File: config.mk
export PLATFORM = sky130hd
export DESIGN_NAME = fitness_collector_flat
export DESIGN_NICKNAME = d
export VERILOG_FILES = /design/src/rtl/fitness_collector_if.sv /design/src/rtl/fitness_collector.sv /design/src/flat_wrapper.sv
export SDC_FILE = /design/constraint.sdc
export NUM_CORES = 2
export LEC_CHECK = 0
export CAP_MARGIN = 10
export CELL_PAD_IN_SITES_DETAIL_PLACEMENT = 0
export CELL_PAD_IN_SITES_GLOBAL_PLACEMENT = 1
export CORE_MARGIN = 4
export CORE_UTILIZATION = 45
export CTS_CLUSTER_DIAMETER = 100
export DETAILED_ROUTE_END_ITERATION = 10
export MAX_ROUTING_LAYER = met4
export PLACE_DENSITY_LB_ADDON = 0.1
export SYNTH_ARGS = -nofsm -noshare
export SYNTH_HDL_FRONTEND = slang
export SYNTH_SLANG_ARGS = --single-unit
File: constraint.sdc
create_clock -name clk_i -period 73.6 [get_ports clk_i]
set_input_delay 11.04 -clock clk_i [delete_from_list [all_inputs] [get_ports clk_i]]
set_output_delay 11.04 -clock clk_i [all_outputs]
set_load 0.05 [all_outputs]
File: src/rtl/fitness_collector_if.sv
// Fitness collector bus: energy beats from the evaluator plus the read port.
// Ports: fit_valid_i/fit_energy_i/fit_done_i/fit_bank_i, rd_en_i/rd_bank_i/rd_addr_i -> rd_data_o/rd_valid_o.
interface fitness_collector_if #(
    parameter int SELF_FIT_LENGTH = 10,
    parameter int IDX_WIDTH       = 6
);
    logic                       fit_valid_i;
    logic [SELF_FIT_LENGTH-1:0] fit_energy_i;
    logic                       fit_done_i;
    logic                       fit_bank_i;
    logic                       rd_en_i;
    logic                       rd_bank_i;
    logic [IDX_WIDTH-1:0]       rd_addr_i;
    logic [SELF_FIT_LENGTH-1:0] rd_data_o;
    logic                       rd_valid_o;

    modport master (
        output fit_valid_i,
        output fit_energy_i,
        output fit_done_i,
        output fit_bank_i,
        output rd_en_i,
        output rd_bank_i,
        output rd_addr_i,
        input  rd_data_o,
        input  rd_valid_o
    );

    modport slave (
        input  fit_valid_i,
        input  fit_energy_i,
        input  fit_done_i,
        input  fit_bank_i,
        input  rd_en_i,
        input  rd_bank_i,
        input  rd_addr_i,
        output rd_data_o,
        output rd_valid_o
    );
endinterface

File: src/rtl/fitness_collector.sv
// Ping-pong fitness collector: two banks of per-individual energies with
// per-bank fill FSM, running minimum, best-of-population pulse and read port.
// Ports: clk_i, rst_i (async, active-high), bus (fitness_collector_if.slave),
//        bank_release_i, bank_full_o, best_valid_o/energy_o/idx_o/bank_o,
//        overflow_err_o.
module fitness_collector #(
    parameter int SELF_FIT_LENGTH = 10,
    parameter int POP_SIZE        = 50,
    parameter int IDX_WIDTH       = 6
) (
    input  logic                       clk_i,
    input  logic                       rst_i,
    fitness_collector_if.slave         bus,
    input  logic [1:0]                 bank_release_i,
    output logic [1:0]                 bank_full_o,
    output logic                       best_valid_o,
    output logic [SELF_FIT_LENGTH-1:0] best_energy_o,
    output logic [IDX_WIDTH-1:0]       best_idx_o,
    output logic                       best_bank_o,
    output logic                       overflow_err_o
);

    localparam logic [1:0] ST_EMPTY   = 2'd0;
    localparam logic [1:0] ST_FILLING = 2'd1;
    localparam logic [1:0] ST_FULL    = 2'd2;

    localparam logic [IDX_WIDTH-1:0] LAST_IDX = IDX_WIDTH'(POP_SIZE - 1);

    logic [SELF_FIT_LENGTH-1:0] mem   [2][POP_SIZE];
    logic [1:0]                 state [2];
    logic [IDX_WIDTH-1:0]       wr_cnt[2];
    logic [SELF_FIT_LENGTH-1:0] min_e [2];
    logic [IDX_WIDTH-1:0]       min_i [2];

    // Completion result is staged one cycle so the pulse trails bank_full_o.
    logic                       pend_valid;
    logic [SELF_FIT_LENGTH-1:0] pend_e;
    logic [IDX_WIDTH-1:0]       pend_i;
    logic                       pend_bank;

    logic                       wb;
    logic [IDX_WIDTH-1:0]       cur_cnt;
    logic                       bank_is_full;
    logic                       accept;
    logic                       drop;
    logic                       take_min;
    logic [SELF_FIT_LENGTH-1:0] nxt_min_e;
    logic [IDX_WIDTH-1:0]       nxt_min_i;
    logic                       completes;
    logic [SELF_FIT_LENGTH-1:0] rd_word;

    always_comb begin
        wb           = bus.fit_bank_i;
        cur_cnt      = wr_cnt[wb];
        bank_is_full = (state[wb] == ST_FULL);
        accept       = bus.fit_valid_i & ~bank_is_full;
        drop         = bus.fit_valid_i & bank_is_full;
        // First beat of a population loads unconditionally; ties keep
        // the earlier (lower) index.
        take_min     = (state[wb] == ST_EMPTY) ||
                       (bus.fit_energy_i < min_e[wb]);
        nxt_min_e    = take_min ? bus.fit_energy_i : min_e[wb];
        nxt_min_i    = take_min ? cur_cnt : min_i[wb];
        completes    = accept & (bus.fit_done_i | (cur_cnt == LAST_IDX));
    end

    always_comb begin
        rd_word = '0;
        if (bus.rd_addr_i <= LAST_IDX) begin
            rd_word = mem[bus.rd_bank_i][bus.rd_addr_i];
        end
    end

    assign bank_full_o[0] = (state[0] == ST_FULL);
    assign bank_full_o[1] = (state[1] == ST_FULL);

    // Storage: cleared on reset, written only by accepted beats.
    always_ff @(posedge clk_i or posedge rst_i) begin
        if (rst_i) begin
            for (int b = 0; b < 2; b++) begin
                for (int i = 0; i < POP_SIZE; i++) begin
                    mem[b][i] <= '0;
                end
            end
        end else if (accept) begin
            mem[wb][cur_cnt] <= bus.fit_energy_i;
        end
    end

    // Bank FSMs, counters and running minima.
    always_ff @(posedge clk_i or posedge rst_i) begin
        if (rst_i) begin
            for (int b = 0; b < 2; b++) begin
                state[b]  <= ST_EMPTY;
                wr_cnt[b] <= '0;
                min_e[b]  <= '0;
                min_i[b]  <= '0;
            end
        end else begin
            // A release only affects a FULL bank, and a FULL bank never
            // accepts a beat, so release and write never hit the same bank.
            for (int b = 0; b < 2; b++) begin
                if (state[b] == ST_FULL && bank_release_i[b]) begin
                    state[b]  <= ST_EMPTY;
                    wr_cnt[b] <= '0;
                end
            end
            if (accept) begin
                wr_cnt[wb] <= cur_cnt + 1'b1;
                min_e[wb]  <= nxt_min_e;
                min_i[wb]  <= nxt_min_i;
                state[wb]  <= completes ? ST_FULL : ST_FILLING;
            end
        end
    end

    // Completion staging, best-result outputs and sticky overflow.
    always_ff @(posedge clk_i or posedge rst_i) begin
        if (rst_i) begin
            pend_valid     <= 1'b0;
            pend_e         <= '0;
            pend_i         <= '0;
            pend_bank      <= 1'b0;
            best_valid_o   <= 1'b0;
            best_energy_o  <= '0;
            best_idx_o     <= '0;
            best_bank_o    <= 1'b0;
            overflow_err_o <= 1'b0;
        end else begin
            pend_valid   <= completes;
            best_valid_o <= pend_valid;
            if (completes) begin
                pend_e    <= nxt_min_e;
                pend_i    <= nxt_min_i;
                pend_bank <= wb;
            end
            if (pend_valid) begin
                best_energy_o <= pend_e;
                best_idx_o    <= pend_i;
                best_bank_o   <= pend_bank;
            end
            if (drop) begin
                overflow_err_o <= 1'b1;
            end
        end
    end

    // Read port: non-blocking capture returns pre-write contents on a
    // same-cycle write; data holds while no read is issued.
    always_ff @(posedge clk_i or posedge rst_i) begin
        if (rst_i) begin
            bus.rd_data_o  <= '0;
            bus.rd_valid_o <= 1'b0;
        end else begin
            bus.rd_valid_o <= bus.rd_en_i;
            if (bus.rd_en_i) begin
                bus.rd_data_o <= rd_word;
            end
        end
    end

endmodule

File: src/flat_wrapper.sv
// flat-port wrapper written by rule: the top's interface ports become plain ports
module fitness_collector_flat 
#(
    parameter int SELF_FIT_LENGTH = 10,
    parameter int POP_SIZE        = 50,
    parameter int IDX_WIDTH       = 6
)
  (clk_i, rst_i, bank_release_i, bank_full_o, best_valid_o, best_energy_o, best_idx_o, best_bank_o, overflow_err_o, bus_fit_valid_i, bus_fit_energy_i, bus_fit_done_i, bus_fit_bank_i, bus_rd_en_i, bus_rd_bank_i, bus_rd_addr_i, bus_rd_data_o, bus_rd_valid_o);
  fitness_collector_if #(.SELF_FIT_LENGTH(SELF_FIT_LENGTH), .IDX_WIDTH(IDX_WIDTH)) bus_i ();
  input  logic clk_i;
  input  logic rst_i;
  input  logic [1:0] bank_release_i;
  output logic [1:0] bank_full_o;
  output logic best_valid_o;
  output logic [SELF_FIT_LENGTH-1:0] best_energy_o;
  output logic [IDX_WIDTH-1:0] best_idx_o;
  output logic best_bank_o;
  output logic overflow_err_o;
  input wire logic [$bits(bus_i.fit_valid_i)-1:0] bus_fit_valid_i;
  input wire logic [$bits(bus_i.fit_energy_i)-1:0] bus_fit_energy_i;
  input wire logic [$bits(bus_i.fit_done_i)-1:0] bus_fit_done_i;
  input wire logic [$bits(bus_i.fit_bank_i)-1:0] bus_fit_bank_i;
  input wire logic [$bits(bus_i.rd_en_i)-1:0] bus_rd_en_i;
  input wire logic [$bits(bus_i.rd_bank_i)-1:0] bus_rd_bank_i;
  input wire logic [$bits(bus_i.rd_addr_i)-1:0] bus_rd_addr_i;
  output wire logic [$bits(bus_i.rd_data_o)-1:0] bus_rd_data_o;
  output wire logic [$bits(bus_i.rd_valid_o)-1:0] bus_rd_valid_o;
  assign bus_i.fit_valid_i = bus_fit_valid_i;
  assign bus_i.fit_energy_i = bus_fit_energy_i;
  assign bus_i.fit_done_i = bus_fit_done_i;
  assign bus_i.fit_bank_i = bus_fit_bank_i;
  assign bus_i.rd_en_i = bus_rd_en_i;
  assign bus_i.rd_bank_i = bus_rd_bank_i;
  assign bus_i.rd_addr_i = bus_rd_addr_i;
  assign bus_rd_data_o = bus_i.rd_data_o;
  assign bus_rd_valid_o = bus_i.rd_valid_o;
  fitness_collector #(.SELF_FIT_LENGTH(SELF_FIT_LENGTH), .POP_SIZE(POP_SIZE), .IDX_WIDTH(IDX_WIDTH)) u_core (.clk_i(clk_i), .rst_i(rst_i), .bus(bus_i), .bank_release_i(bank_release_i), .bank_full_o(bank_full_o), .best_valid_o(best_valid_o), .best_energy_o(best_energy_o), .best_idx_o(best_idx_o), .best_bank_o(best_bank_o), .overflow_err_o(overflow_err_o));
endmodule
==> results_dict.tcl <==
set metrics [dict create \
    run_status "finished clean" \
    initial_core_util_pct 45.6 \
    power.share.combinational_pct 18.0 \
    layout-area-overhead-vs-synth_pct 11.3 \
    cts_root_buf "clkbuf_16" \
    route.detailed.wl_per_inst_um 27.9 \
    postRouteWirelength_um 147000 \
    worstPathCellList "clkdlybuf4s50_1 > inv_8 > buf_12 > buf_4 > buf_4 > buf_4" \
    cap_violations 0 \
    most_frequent_cells_in_the_layout "dfrtp_1 (1096), mux2_2 (700), nand2_1 (441)" \
    cts_buffers 120 \
    max_slew.worst_pin.slew_ns 1.22 \
    worstSkewPairLatency_ns 0.71 \
    hpwl_um 90200 \
    finalHoldViolations 0 \
    pwr-share-clk_pct 37.4 \
    slowest_stage_delay_cp_ns 0.93 \
    post_synth_instance_area_um2 49900 \
    vertical_die_dimension_um 341 \
    final_core_utilization_pct 50.8 \
    global_route.peak_usage_layer "met2" \
    capturing_element_type_of_the_critical_path "asynchronous set/reset pin" \
    final-setup-viol-count 0 \
    post_synthesis_cells 3767 \
    yosysWarnings 0 \
    number_of_antenna_violating_nets_in_the_routed_design 0 \
    layout_commonest_cell "dfrtp_1" \
    timing.fmax_ghz 0.0655 \
    setup.worst_path.class "input port to asynchronous set/reset pin" \
    final_max_slew_viol_count 0 \
    static-leakage-power_nw 25.5 \
    synthDistinctLibCells 70 \
    clk_pin_slew_worst_setup_hold_paths_ns 0.06 \
    p_int_mw 1.17 \
    global_route.usage.met2_pct 40.2 \
    synth_edf_count 0 \
    post_cts_resize_count 0 \
    htree_num_levels 3 \
    stdcell_count 5280 \
    placed_cells 5056 \
    met1_layer_usage_reported_by_global_route_pct 36.5 \
    synthFlopType "dfrtp_1" \
    viasPerCell 6.02 \
    critPathArrivalTime_ns 15.93 \
    ios 57 \
    timing.critical_path.fanout_max 155 \
    synth_seq_cells 1096 \
    reg2reg_from "u_core.state[1]" \
    place_congestion 0.824 \
    grt_max_degree 156 \
    synthesis.nets 3803 \
    drt_pre_antenna_iters 5 \
    power.density_nw_per_um2 29.5 \
    worst_path_most_repeated_cell "buf_4" \
    buffer_ports.inserted 56 \
    crit_start "rst_i" \
    die_x_um 341 \
    vdd.ir_drop.worst_uv 25.7 \
    cts_num_sinks 1096 \
    post_route_skew_ns 0.0199 \
    wire_length_of_the_first_global_routing_pass_um 221000 \
    final_tns_setup_ns 0 \
    synth-seq-area-share_pct 54.9 \
    drcViolationCount 0 \
    switching_share_pct 28.9 \
    drt_iter0_markers 2502 \
    cts.hold.buffers_added 0 \
    design.die.area_um2 116000 \
    placementRows 121 \
    final_min_period_over_clock_period_pct 20.7 \
    synthesis.area_per_instance_um2 13.3 \
    layout-drive-gt1-share_pct 33.5 \
    seq_power_share_pct 44.6 \
    total_grt_overflow 0 \
    timing.max_slew.rel_slack_pct 18.3 \
    routed-via-count 31800 \
    switchingPower_mw 0.474 \
    postSynth.asyncResetShare_pct 100 \
    crit_slowest_cell "buf_4" \
    design.core.area_um2 109000 \
    first_global_vias 33200 \
    required_ns 74.27 \
    cts.repair_timing.setup_buffer_count 0 \
    clock_tree.buffer_depth 3 \
    finalNetCount 3738 \
    finalCriticalPeriod_ns 15.26 \
    antenna_found_initial 2 \
    met3_track_usage_gr_pct 3.46 \
    cts_tree "done" \
    unrepaired_setup_endpoints_after_global_routing "no" \
    timing.hold.worst.class "register to register" \
    worst_setup_path_start_kind "input port" \
    grt.total_usage_pct 26.0 \
    min_from "u_core.pend_bank" \
]
[registers in the layout, indices dropped and copies added, names as in the netlist, 4 cells and up]
| register | cells |
|---|---|
| u_core.best_energy_o | 10 |
| u_core.bus.rd_data_o | 10 |
| u_core.pend_e | 10 |
| u_core.state | 4 |
| u_core.min_e | 20 |
| u_core.mem | 1000 |
| u_core.best_idx_o | 6 |
| u_core.wr_cnt | 12 |
| u_core.min_i | 12 |
| u_core.pend_i | 6 |
[Yosys cell counts (31+ instances only)]
cell      number  area share (%)
o22ai_1       48            0.60
a21oi_1       36            0.36
nand2_1      441             3.3
buf_2         46            0.46
o21ai_0      356             3.6
nor2_1        39            0.29
clkbuf_1     214             1.6
dfrtp_1     1096              55
mux2_2       700              16
a22oi_1       31            0.47
mux2i_1      122             2.4
mux4_2       204             9.2
[cell families (layout without fill, tap and decap cells)]
family          Yosys count  after routing  synth area share, %
flops                  1096           1096                 54.9
compound gates          645            645                 8.04
buf+inv                 329            364                 2.84
xor+xnor                  4              4               0.0702
mux                    1039           1039                 27.8
fa+ha+maj                11             11                0.276
other cells               0              2                    0
simple gates            643            643                 6.06
[routing by layer]
layer / wire, um / vias to the layer above / part of all wire [%]
met4: 3940 / 0 / 2.7
met1: 66500 / 17100 / 45
li1: - / 13700 / -
met5: 0 / - / 0
met3: 7160 / 212 / 4.9
met2: 69500 / 803 / 47
[layout make-up]
| cell class | count | area, um^2 |
|---|---|---|
| Inverter | 31 | 124 |
| Multi-Input combinational cell | 2342 | 21100 |
| Sequential cell | 1096 | 27400 |
| Timing Repair Buffer | 111 | 966 |
| Antenna cell | 2 | 5.00 |
| Tap cell | 1476 | 1850 |
| Clock buffer | 172 | 3540 |
| Fill cell | 9429 | 53900 |
| Clock inverter | 50 | 537 |
[power by group through the flow]
stage / Combinational [mW] / Clock, mW / Sequential [mW]
after floorplan: 0.190 / 0 / 0.745
after global placement: 0.287 / 0 / 0.735
after detailed placement: 0.295 / 0 / 0.741
after CTS: 0.296 / 0.626 / 0.730
after global routing: 0.316 / 0.652 / 0.740
final: 0.295 / 0.613 / 0.731
[through the flow]
stage | total power [mW] | hold slack [ns] | worst slack (ns) | instance area (um^2)
after floorplan | 0.935 | 0.352 | 31.70 | 49900
after global placement | 1.02 | 0.455 | 57.79 | 51500
after detailed placement | 1.04 | 0.462 | 57.53 | 51500
after CTS | 1.65 | 0.477 | 58.28 | 55500
after global routing | 1.71 | 0.493 | 57.67 | 55500
final | 1.64 | 0.470 | 58.34 | 55600
[worst max-delay path, delay by kind of cell]
kind / cells / cell delay (ns)
buf+inv: 6 / 4.33
[path summary, 6_finish.rpt]
kind | end | slack [ns] | cells past startpoint
max | u_core.mem[566] | 58.34 | 6
min | u_core.pend_bank | 0.47 | 2
max reg2reg | u_core.mem[325] | 69.93 | 7
min reg2reg | u_core.pend_bank | 0.47 | 2
max in group clk_i | u_core.bus.rd_data_o[6] | 59.07 | 9
min in group asynchronous | u_core.mem[812] | 10.89 | 2
No activity file was read; power rests on OpenSTA's default activity.
